<file path="config.mk">
export PLATFORM = sky130hd
export DESIGN_NAME = multicycle_control_flat
export DESIGN_NICKNAME = d
export VERILOG_FILES = /design/src/rtl/multicycle_control_if.sv /design/src/rtl/multicycle_control.sv /design/src/flat_wrapper.sv
export SDC_FILE = /design/constraint.sdc
export NUM_CORES = 1
export LEC_CHECK = 0
export ABC_CLOCK_PERIOD_IN_PS = 3000
export CAP_MARGIN = 20
export CORE_UTILIZATION = 45
export CTS_CLUSTER_SIZE = 10
export DETAILED_ROUTE_END_ITERATION = 6
export PLACE_DENSITY = 0.84
export RECOVER_POWER = 100
export SETUP_SLACK_MARGIN = 0.05
export SYNTH_ARGS = -nofsm -noshare
export SYNTH_HDL_FRONTEND = slang
export SYNTH_SLANG_ARGS = --single-unit
export TNS_END_PERCENT = 100
</file>
<file path="constraint.sdc">
create_clock -name clk -period 3 [get_ports clk]
set_input_delay 0.6 -clock clk [delete_from_list [all_inputs] [get_ports clk]]
set_output_delay 0.6 -clock clk [all_outputs]
set_load 0.02 [all_outputs]
</file>
<file path="src/rtl/multicycle_control_if.sv">
// Control bundle between the multi-cycle control FSM and the shared-memory datapath.
// master = control unit (drives strobes), slave = datapath / IR side.
interface multicycle_control_if;
    logic [5:0] OpCode;
    logic [5:0] Funct;
    logic       mem_ready;

    logic       PCWrite;
    logic       PCWriteCond;
    logic       BranchNe;
    logic [1:0] PCSource;
    logic       IorD;
    logic       MemRead;
    logic       MemWrite;
    logic       IRWrite;
    logic       RegWrite;
    logic [1:0] RegDst;
    logic [1:0] MemtoReg;
    logic [1:0] ALUSrcA;
    logic [1:0] ALUSrcB;
    logic       ExtOp;
    logic       LuOp;
    logic [3:0] ALUOp;
    logic       Exception;
    logic [1:0] exc_cause;
    logic [2:0] state;

    modport master (
        input  OpCode, Funct, mem_ready,
        output PCWrite, PCWriteCond, BranchNe, PCSource, IorD, MemRead, MemWrite,
               IRWrite, RegWrite, RegDst, MemtoReg, ALUSrcA, ALUSrcB, ExtOp, LuOp,
               ALUOp, Exception, exc_cause, state
    );

    modport slave (
        output OpCode, Funct, mem_ready,
        input  PCWrite, PCWriteCond, BranchNe, PCSource, IorD, MemRead, MemWrite,
               IRWrite, RegWrite, RegDst, MemtoReg, ALUSrcA, ALUSrcB, ExtOp, LuOp,
               ALUOp, Exception, exc_cause, state
    );
endinterface

</file>
<file path="src/rtl/multicycle_control.sv">
// Multi-cycle MIPS control FSM: fetch/decode/exec/mem/wb sequencing with ready-stretched
// memory states, illegal-instruction and bus-timeout traps.
module multicycle_control #(
    parameter bit          ENABLE_BNE = 1'b1,
    parameter bit          ENABLE_EXC = 1'b1,
    parameter int unsigned STALL_MAX  = 15
) (
    input  logic               clk,
    input  logic               reset,
    multicycle_control_if.master bus
);
    localparam int unsigned CntW = $clog2(STALL_MAX + 1);
    localparam logic [CntW-1:0] StallMaxC = CntW'(STALL_MAX);

    typedef enum logic [2:0] {
        FETCH  = 3'd0,
        DECODE = 3'd1,
        EXEC   = 3'd2,
        MEM    = 3'd3,
        WB     = 3'd4,
        EXC    = 3'd5
    } state_t;

    state_t          state, nextState;
    logic [CntW-1:0] stallCnt;
    logic [1:0]      excCause;
    logic [1:0]      trapCause;

    logic isRType, isJ, isJal, isBranch, isJr, isJalr, isLw, isSw, isShift, isIAlu;
    logic legal, stallLimit;
    logic [2:0] aluOpBase;

    assign isRType  = (bus.OpCode == 6'h00);
    assign isJ      = (bus.OpCode == 6'h02);
    assign isJal    = (bus.OpCode == 6'h03);
    assign isBranch = (bus.OpCode == 6'h04) || (bus.OpCode == 6'h05);
    assign isJr     = isRType && (bus.Funct == 6'h08);
    assign isJalr   = isRType && (bus.Funct == 6'h09);
    assign isLw     = (bus.OpCode == 6'h23);
    assign isSw     = (bus.OpCode == 6'h2B);
    assign isShift  = isRType && (bus.Funct inside {6'h00, 6'h02, 6'h03});
    assign isIAlu   = bus.OpCode inside {6'h08, 6'h09, 6'h0A, 6'h0B, 6'h0C, 6'h0F};

    // A wait state may only trap once its stall budget is exhausted and ready is still low.
    assign stallLimit = ENABLE_EXC && !bus.mem_ready && (stallCnt == StallMaxC);

    always_comb begin
        legal = 1'b0;
        case (bus.OpCode)
            6'h00:   legal = bus.Funct inside {6'h00, 6'h02, 6'h03, 6'h08, 6'h09,
                                               [6'h20:6'h27], 6'h2A, 6'h2B};
            6'h05:   legal = ENABLE_BNE;
            6'h02, 6'h03, 6'h04, 6'h08, 6'h09, 6'h0A, 6'h0B,
            6'h0C, 6'h0F, 6'h23, 6'h2B: legal = 1'b1;
            default: legal = 1'b0;
        endcase
    end

    always_comb begin
        aluOpBase = 3'b000;
        case (bus.OpCode)
            6'h00:        aluOpBase = 3'b010;
            6'h04, 6'h05: aluOpBase = 3'b001;
            6'h0C:        aluOpBase = 3'b100;
            6'h0A, 6'h0B: aluOpBase = 3'b101;
            default:      aluOpBase = 3'b000;
        endcase
    end

    // NOTE: every signal written here gets a default first so no path leaves it unassigned,
    // which would otherwise infer a latch.
    always_comb begin
        nextState       = state;
        trapCause       = 2'b00;
        bus.PCWrite     = 1'b0;
        bus.PCWriteCond = 1'b0;
        bus.BranchNe    = 1'b0;
        bus.PCSource    = 2'b00;
        bus.IorD        = 1'b0;
        bus.MemRead     = 1'b0;
        bus.MemWrite    = 1'b0;
        bus.IRWrite     = 1'b0;
        bus.RegWrite    = 1'b0;
        bus.RegDst      = 2'b00;
        bus.MemtoReg    = 2'b00;
        bus.ALUSrcA     = 2'b00;
        bus.ALUSrcB     = 2'b00;
        bus.ExtOp       = 1'b0;
        bus.LuOp        = 1'b0;
        bus.ALUOp       = 4'b0000;
        bus.Exception   = 1'b0;

        // Reset holds every strobe low even though the register already reads FETCH.
        if (!reset) begin
            case (state)
                FETCH: begin
                    bus.MemRead = 1'b1;
                    bus.ALUSrcB = 2'b01;
                    if (bus.mem_ready) begin
                        bus.IRWrite = 1'b1;
                        bus.PCWrite = 1'b1;
                        nextState   = DECODE;
                    end else if (stallLimit) begin
                        nextState = EXC;
                        trapCause = 2'b10;
                    end
                end
                DECODE: begin
                    bus.ALUSrcB = 2'b11;
                    if (!legal) begin
                        if (ENABLE_EXC) begin
                            nextState = EXC;
                            trapCause = 2'b01;
                        end else begin
                            nextState = FETCH;
                        end
                    end else if (isJ || isJal) begin
                        bus.PCWrite  = 1'b1;
                        bus.PCSource = 2'b10;
                        if (isJal) begin
                            bus.RegWrite = 1'b1;
                            bus.RegDst   = 2'b10;
                            bus.MemtoReg = 2'b10;
                        end
                        nextState = FETCH;
                    end else begin
                        nextState = EXEC;
                    end
                end
                EXEC: begin
                    bus.ALUOp = {bus.OpCode[0], aluOpBase};
                    if (isBranch) begin
                        bus.ALUSrcA     = 2'b01;
                        bus.PCWriteCond = 1'b1;
                        bus.PCSource    = 2'b01;
                        bus.BranchNe    = bus.OpCode[0];
                        nextState       = FETCH;
                    end else if (isJr || isJalr) begin
                        bus.PCWrite  = 1'b1;
                        bus.PCSource = 2'b11;
                        if (isJalr) begin
                            bus.RegWrite = 1'b1;
                            bus.RegDst   = 2'b01;
                            bus.MemtoReg = 2'b10;
                        end
                        nextState = FETCH;
                    end else if (isLw || isSw) begin
                        bus.ALUSrcA = 2'b01;
                        bus.ALUSrcB = 2'b10;
                        nextState   = MEM;
                    end else begin
                        if (isShift) begin
                            bus.ALUSrcA = 2'b10;
                        end else if (isRType) begin
                            bus.ALUSrcA = 2'b01;
                        end else if (isIAlu) begin
                            bus.ALUSrcA = 2'b01;
                            bus.ALUSrcB = 2'b10;
                            bus.ExtOp   = (bus.OpCode != 6'h0C);
                            bus.LuOp    = (bus.OpCode == 6'h0F);
                        end
                        nextState = WB;
                    end
                end
                MEM: begin
                    bus.IorD     = 1'b1;
                    bus.MemRead  = isLw;
                    bus.MemWrite = isSw;
                    if (bus.mem_ready) begin
                        nextState = isLw ? WB : FETCH;
                    end else if (stallLimit) begin
                        nextState = EXC;
                        trapCause = 2'b10;
                    end
                end
                WB: begin
                    bus.RegWrite = 1'b1;
                    if (isLw) begin
                        bus.MemtoReg = 2'b01;
                    end else if (isRType) begin
                        bus.RegDst = 2'b01;
                    end
                    nextState = FETCH;
                end
                EXC: begin
                    bus.Exception = 1'b1;
                    bus.PCWrite   = 1'b1;
                    nextState     = FETCH;
                end
                default: nextState = FETCH;
            endcase
        end
    end

    // NOTE: state registers use non-blocking assignments so every flop samples pre-edge values.
    always_ff @(posedge clk or posedge reset) begin
        if (reset) begin
            state    <= FETCH;
            stallCnt <= '0;
            excCause <= 2'b00;
        end else begin
            state <= nextState;
            if (trapCause != 2'b00) begin
                excCause <= trapCause;
            end
            // Count only consecutive not-ready cycles within a single FETCH/MEM visit.
            if ((nextState != state) || bus.mem_ready || !((state == FETCH) || (state == MEM))) begin
                stallCnt <= '0;
            end else if (stallCnt != StallMaxC) begin
                stallCnt <= stallCnt + 1'b1;
            end
        end
    end

    assign bus.exc_cause = excCause;
    assign bus.state     = state;
endmodule
</file>
<file path="src/flat_wrapper.sv">
// flat-port wrapper written by rule: the top's interface ports become plain ports
module multicycle_control_flat 
#(
    parameter bit          ENABLE_BNE = 1'b1,
    parameter bit          ENABLE_EXC = 1'b1,
    parameter int unsigned STALL_MAX  = 15
)
  (clk, reset, bus_OpCode, bus_Funct, bus_mem_ready, bus_PCWrite, bus_PCWriteCond, bus_BranchNe, bus_PCSource, bus_IorD, bus_MemRead, bus_MemWrite, bus_IRWrite, bus_RegWrite, bus_RegDst, bus_MemtoReg, bus_ALUSrcA, bus_ALUSrcB, bus_ExtOp, bus_LuOp, bus_ALUOp, bus_Exception, bus_exc_cause, bus_state);
  multicycle_control_if bus_i ();
  input  logic clk;
  input  logic reset;
  input wire logic [$bits(bus_i.OpCode)-1:0] bus_OpCode;
  input wire logic [$bits(bus_i.Funct)-1:0] bus_Funct;
  input wire logic [$bits(bus_i.mem_ready)-1:0] bus_mem_ready;
  output wire logic [$bits(bus_i.PCWrite)-1:0] bus_PCWrite;
  output wire logic [$bits(bus_i.PCWriteCond)-1:0] bus_PCWriteCond;
  output wire logic [$bits(bus_i.BranchNe)-1:0] bus_BranchNe;
  output wire logic [$bits(bus_i.PCSource)-1:0] bus_PCSource;
  output wire logic [$bits(bus_i.IorD)-1:0] bus_IorD;
  output wire logic [$bits(bus_i.MemRead)-1:0] bus_MemRead;
  output wire logic [$bits(bus_i.MemWrite)-1:0] bus_MemWrite;
  output wire logic [$bits(bus_i.IRWrite)-1:0] bus_IRWrite;
  output wire logic [$bits(bus_i.RegWrite)-1:0] bus_RegWrite;
  output wire logic [$bits(bus_i.RegDst)-1:0] bus_RegDst;
  output wire logic [$bits(bus_i.MemtoReg)-1:0] bus_MemtoReg;
  output wire logic [$bits(bus_i.ALUSrcA)-1:0] bus_ALUSrcA;
  output wire logic [$bits(bus_i.ALUSrcB)-1:0] bus_ALUSrcB;
  output wire logic [$bits(bus_i.ExtOp)-1:0] bus_ExtOp;
  output wire logic [$bits(bus_i.LuOp)-1:0] bus_LuOp;
  output wire logic [$bits(bus_i.ALUOp)-1:0] bus_ALUOp;
  output wire logic [$bits(bus_i.Exception)-1:0] bus_Exception;
  output wire logic [$bits(bus_i.exc_cause)-1:0] bus_exc_cause;
  output wire logic [$bits(bus_i.state)-1:0] bus_state;
  assign bus_i.OpCode = bus_OpCode;
  assign bus_i.Funct = bus_Funct;
  assign bus_i.mem_ready = bus_mem_ready;
  assign bus_PCWrite = bus_i.PCWrite;
  assign bus_PCWriteCond = bus_i.PCWriteCond;
  assign bus_BranchNe = bus_i.BranchNe;
  assign bus_PCSource = bus_i.PCSource;
  assign bus_IorD = bus_i.IorD;
  assign bus_MemRead = bus_i.MemRead;
  assign bus_MemWrite = bus_i.MemWrite;
  assign bus_IRWrite = bus_i.IRWrite;
  assign bus_RegWrite = bus_i.RegWrite;
  assign bus_RegDst = bus_i.RegDst;
  assign bus_MemtoReg = bus_i.MemtoReg;
  assign bus_ALUSrcA = bus_i.ALUSrcA;
  assign bus_ALUSrcB = bus_i.ALUSrcB;
  assign bus_ExtOp = bus_i.ExtOp;
  assign bus_LuOp = bus_i.LuOp;
  assign bus_ALUOp = bus_i.ALUOp;
  assign bus_Exception = bus_i.Exception;
  assign bus_exc_cause = bus_i.exc_cause;
  assign bus_state = bus_i.state;
  multicycle_control #(.ENABLE_BNE(ENABLE_BNE), .ENABLE_EXC(ENABLE_EXC), .STALL_MAX(STALL_MAX)) u_core (.clk(clk), .reset(reset), .bus(bus_i));
endmodule
</file>
==> impl_results.md <==
- Top-count cell post-synth: nor2_1
- H-tree Lvls: 1
- Crit-path max FO: 6
- Die Ht: 51.0 um
- Ratio of final minimum period to clock period: 0.982
- Rows: 17
- WL final: between 3000 and 4000 um
- Post-CTS Hold Buffers: 0
- Critical path class: in -> out
- Clock Path Buffers: 2
- Total CTS buffers: 3
- Multi-input logic area: 785 um2
- TritonRoute pass-1 iters: 4
- IO Pins: between 40 and 50
- Hold Fails Final Rpt: 0
- DR vias: 1508
- Max Cap Viol: 0
- Fraction of registers with async set/reset: 1.00
- Synth area leaders: dfrtp_1 21%, nor2_1 8.4%, a21oi_1 6.0%
- Die area: about 2600 um2
- Vias in the first global route: 1349
- Hold WC Path Type: reg -> reg
- Filler cell count: 172
- Number of synthesized flops with an enable pin: 0
- Worst-case reg-to-reg path depth: 5
- Synth Register Bits: 9
- DR WL/cell: 15.1 um
- Worst IR Drop VDD: 0.000429 V
- Remaining antenna violation count: 0
- Hold Path Cell Cnt: 1
- Nets@finish: 248
- Root Driver: clkbuf_4
- Final routed DRC violation total: 0
- Drt initial violations: 63
- Core box area: 2230 um2
- First-pass GRT wire length: 6110 um
- Initial antenna violation count: 0
- Critical Path RT: 2400 ps
- Final setup violation count: 0
- Worst Setup End Kind: output pin
- Worst slew pin tran: 761 ps
- GRT Overall Usage: 0.311
- Clock-pin transition on the worst setup and hold timing paths: 60 ps
- Slew headroom: 0.488
- Clk_lat worst skew: 270 ps
- Lkg Pwr: around 0.8 nW
- Max-slew violations: 0
- Antenna cell count: 0
- Die Span X: a little over 50 um
- Fmax: 339 MHz
- Register area share after synthesis: 0.209
- Status: finished clean
- Synth Instances: around 150
- Post-Syn Area: 1080 um2
- Yosys top cell by area: dfrtp_1
- Starting Density: 0.483
- Predominant post-synthesis flop cell: dfrtp_1
- Share of layout cells above drive strength 1: 0.225
- CTS tree: yes
- FF/Latch Area: 225 um2
- Library cells used by synthesis: 46
- Gp weighted congestion: 0.872
- Global route overflow: 0
- Clk_skew: 10.1 ps
- Total Power: just under 0.5 mW
- Synth warnings: 0
- Crit path time final: between 2000 and 3000 ps
- Avg Cell Area, Syn: ~7.0 um2
- Syn Nets: 170
- Yosys top cell area share: 0.209
- Post-DP HPWL: 3010 um
- Post-synth top cells: 24 x nor2_1, 13 x a21oi_1, 11 x nand2_1, 9 x dfrtp_1
- IO Port Bufs: 44
- Largest net degree at the start of global routing: 15
- Area growth syn-to-layout: 60.2%
- Power Density: 287 nW/um2
- Final hold slack: ~500 ps
- CTS sink cnt: 9
- DR vias/cell: 5.82
- CP arrival: roughly 2400 ps
- Type of origin of the critical path: primary input
[cell type report]
cell class	count	share of cell area
clock buffer	4	0.0152
inverter	7	0.0152
multi-input combinational	130	0.454
sequential	9	0.130
tap	28	0.0203
timing repair buffer	81	0.365
[repair_timing]
item	CTS	global route
buffers inserted	0	2
gates resized for setup	34	22
endpoints found under the setup margin	17	13
pin swaps	1	1
cloned	0	0
[final timing paths]
kind / startpoint / end / slack (ps)
worst max register to register: u_core.bus.state[0] / u_core.stallCnt[1] / 820
worst min-delay path: u_core.bus.exc_cause[1] / u_core.bus.exc_cause[1] / 500
worst max-delay path: bus_OpCode[0] / bus_MemtoReg[0] / 50
worst min register to register: u_core.bus.exc_cause[1] / u_core.bus.exc_cause[1] / 500
max in group asynchronous: reset / u_core.stallCnt[3] / 1730
min in group asynchronous: reset / u_core.bus.state[2] / 950
[stage by stage]
stage          instances  setup TNS (ps)  cell area [um2]  setup WS (ps)   util
6_report             259               0             1730           53.5  0.774
5_1_grt              259           -28.1             1730          -28.1  0.774
4_1_cts              257               0             1800           39.7  0.806
3_5_place_dp         253           -3060             1770           -378  0.794
3_3_place_gp         253           -2030             1770           -263  0.794
2_1_floorplan        154               0             1080            296      -
[placed cells by master (no fill, tap or decap), types with 5 or more instances in the layout]
master            n
clkdlybuf4s50_1  13
dlygate4sd3_1     7
inv_1             6
buf_4            30
nand3_1           6
clkbuf_1         12
o21ai_0           5
nor3_1            5
nor2b_1           5
dlygate4sd2_1     9
nor2_1           24
nand2_1          12
clkbuf_4          5
dfrtp_1           9
a21oi_1          13
[flip-flops by register name (all words and copies together), names as in the netlist]
| register | flops |
|---|---|
| u_core.stallCnt | 4 |
| u_core.bus.state | 3 |
| u_core.bus.exc_cause | 2 |
[per-layer routing]
layer / share of wire / track usage
met1: 0.41 / 0.423
met2: 0.49 / 0.507
met3: 0.084 / 0.0655
met4: 0.011 / 0.0556
met5: 0 / 0
[critical path, stage by stage]
cell and delay (ps):
clkdlybuf4s50_1 530, buf_6 140, nand2_1 70, or3_4 370, nor2_1 130, and4_1 240
clkdlybuf4s15_2 270
[power by group]
group	switching [mW]	internal (mW)	total (mW)	leakage, nW
sequential	0.0181	0.131	0.149	0.115
clock	0.0449	0.0513	0.0962	0.0150
combinational	0.144	0.108	0.251	0.648
[cells by family (layout without fill, tap and decap cells)]
family	Yosys count	after routing	share of synthesized area
compound gates	44	44	0.290
xor+xnor	3	3	0.0244
fa+ha+maj	1	1	0.0116
buf+inv	15	92	0.0638
flops	9	9	0.209
mux	1	1	0.00928
simple gates	81	81	0.392
(Power assumes the default switching activity.)
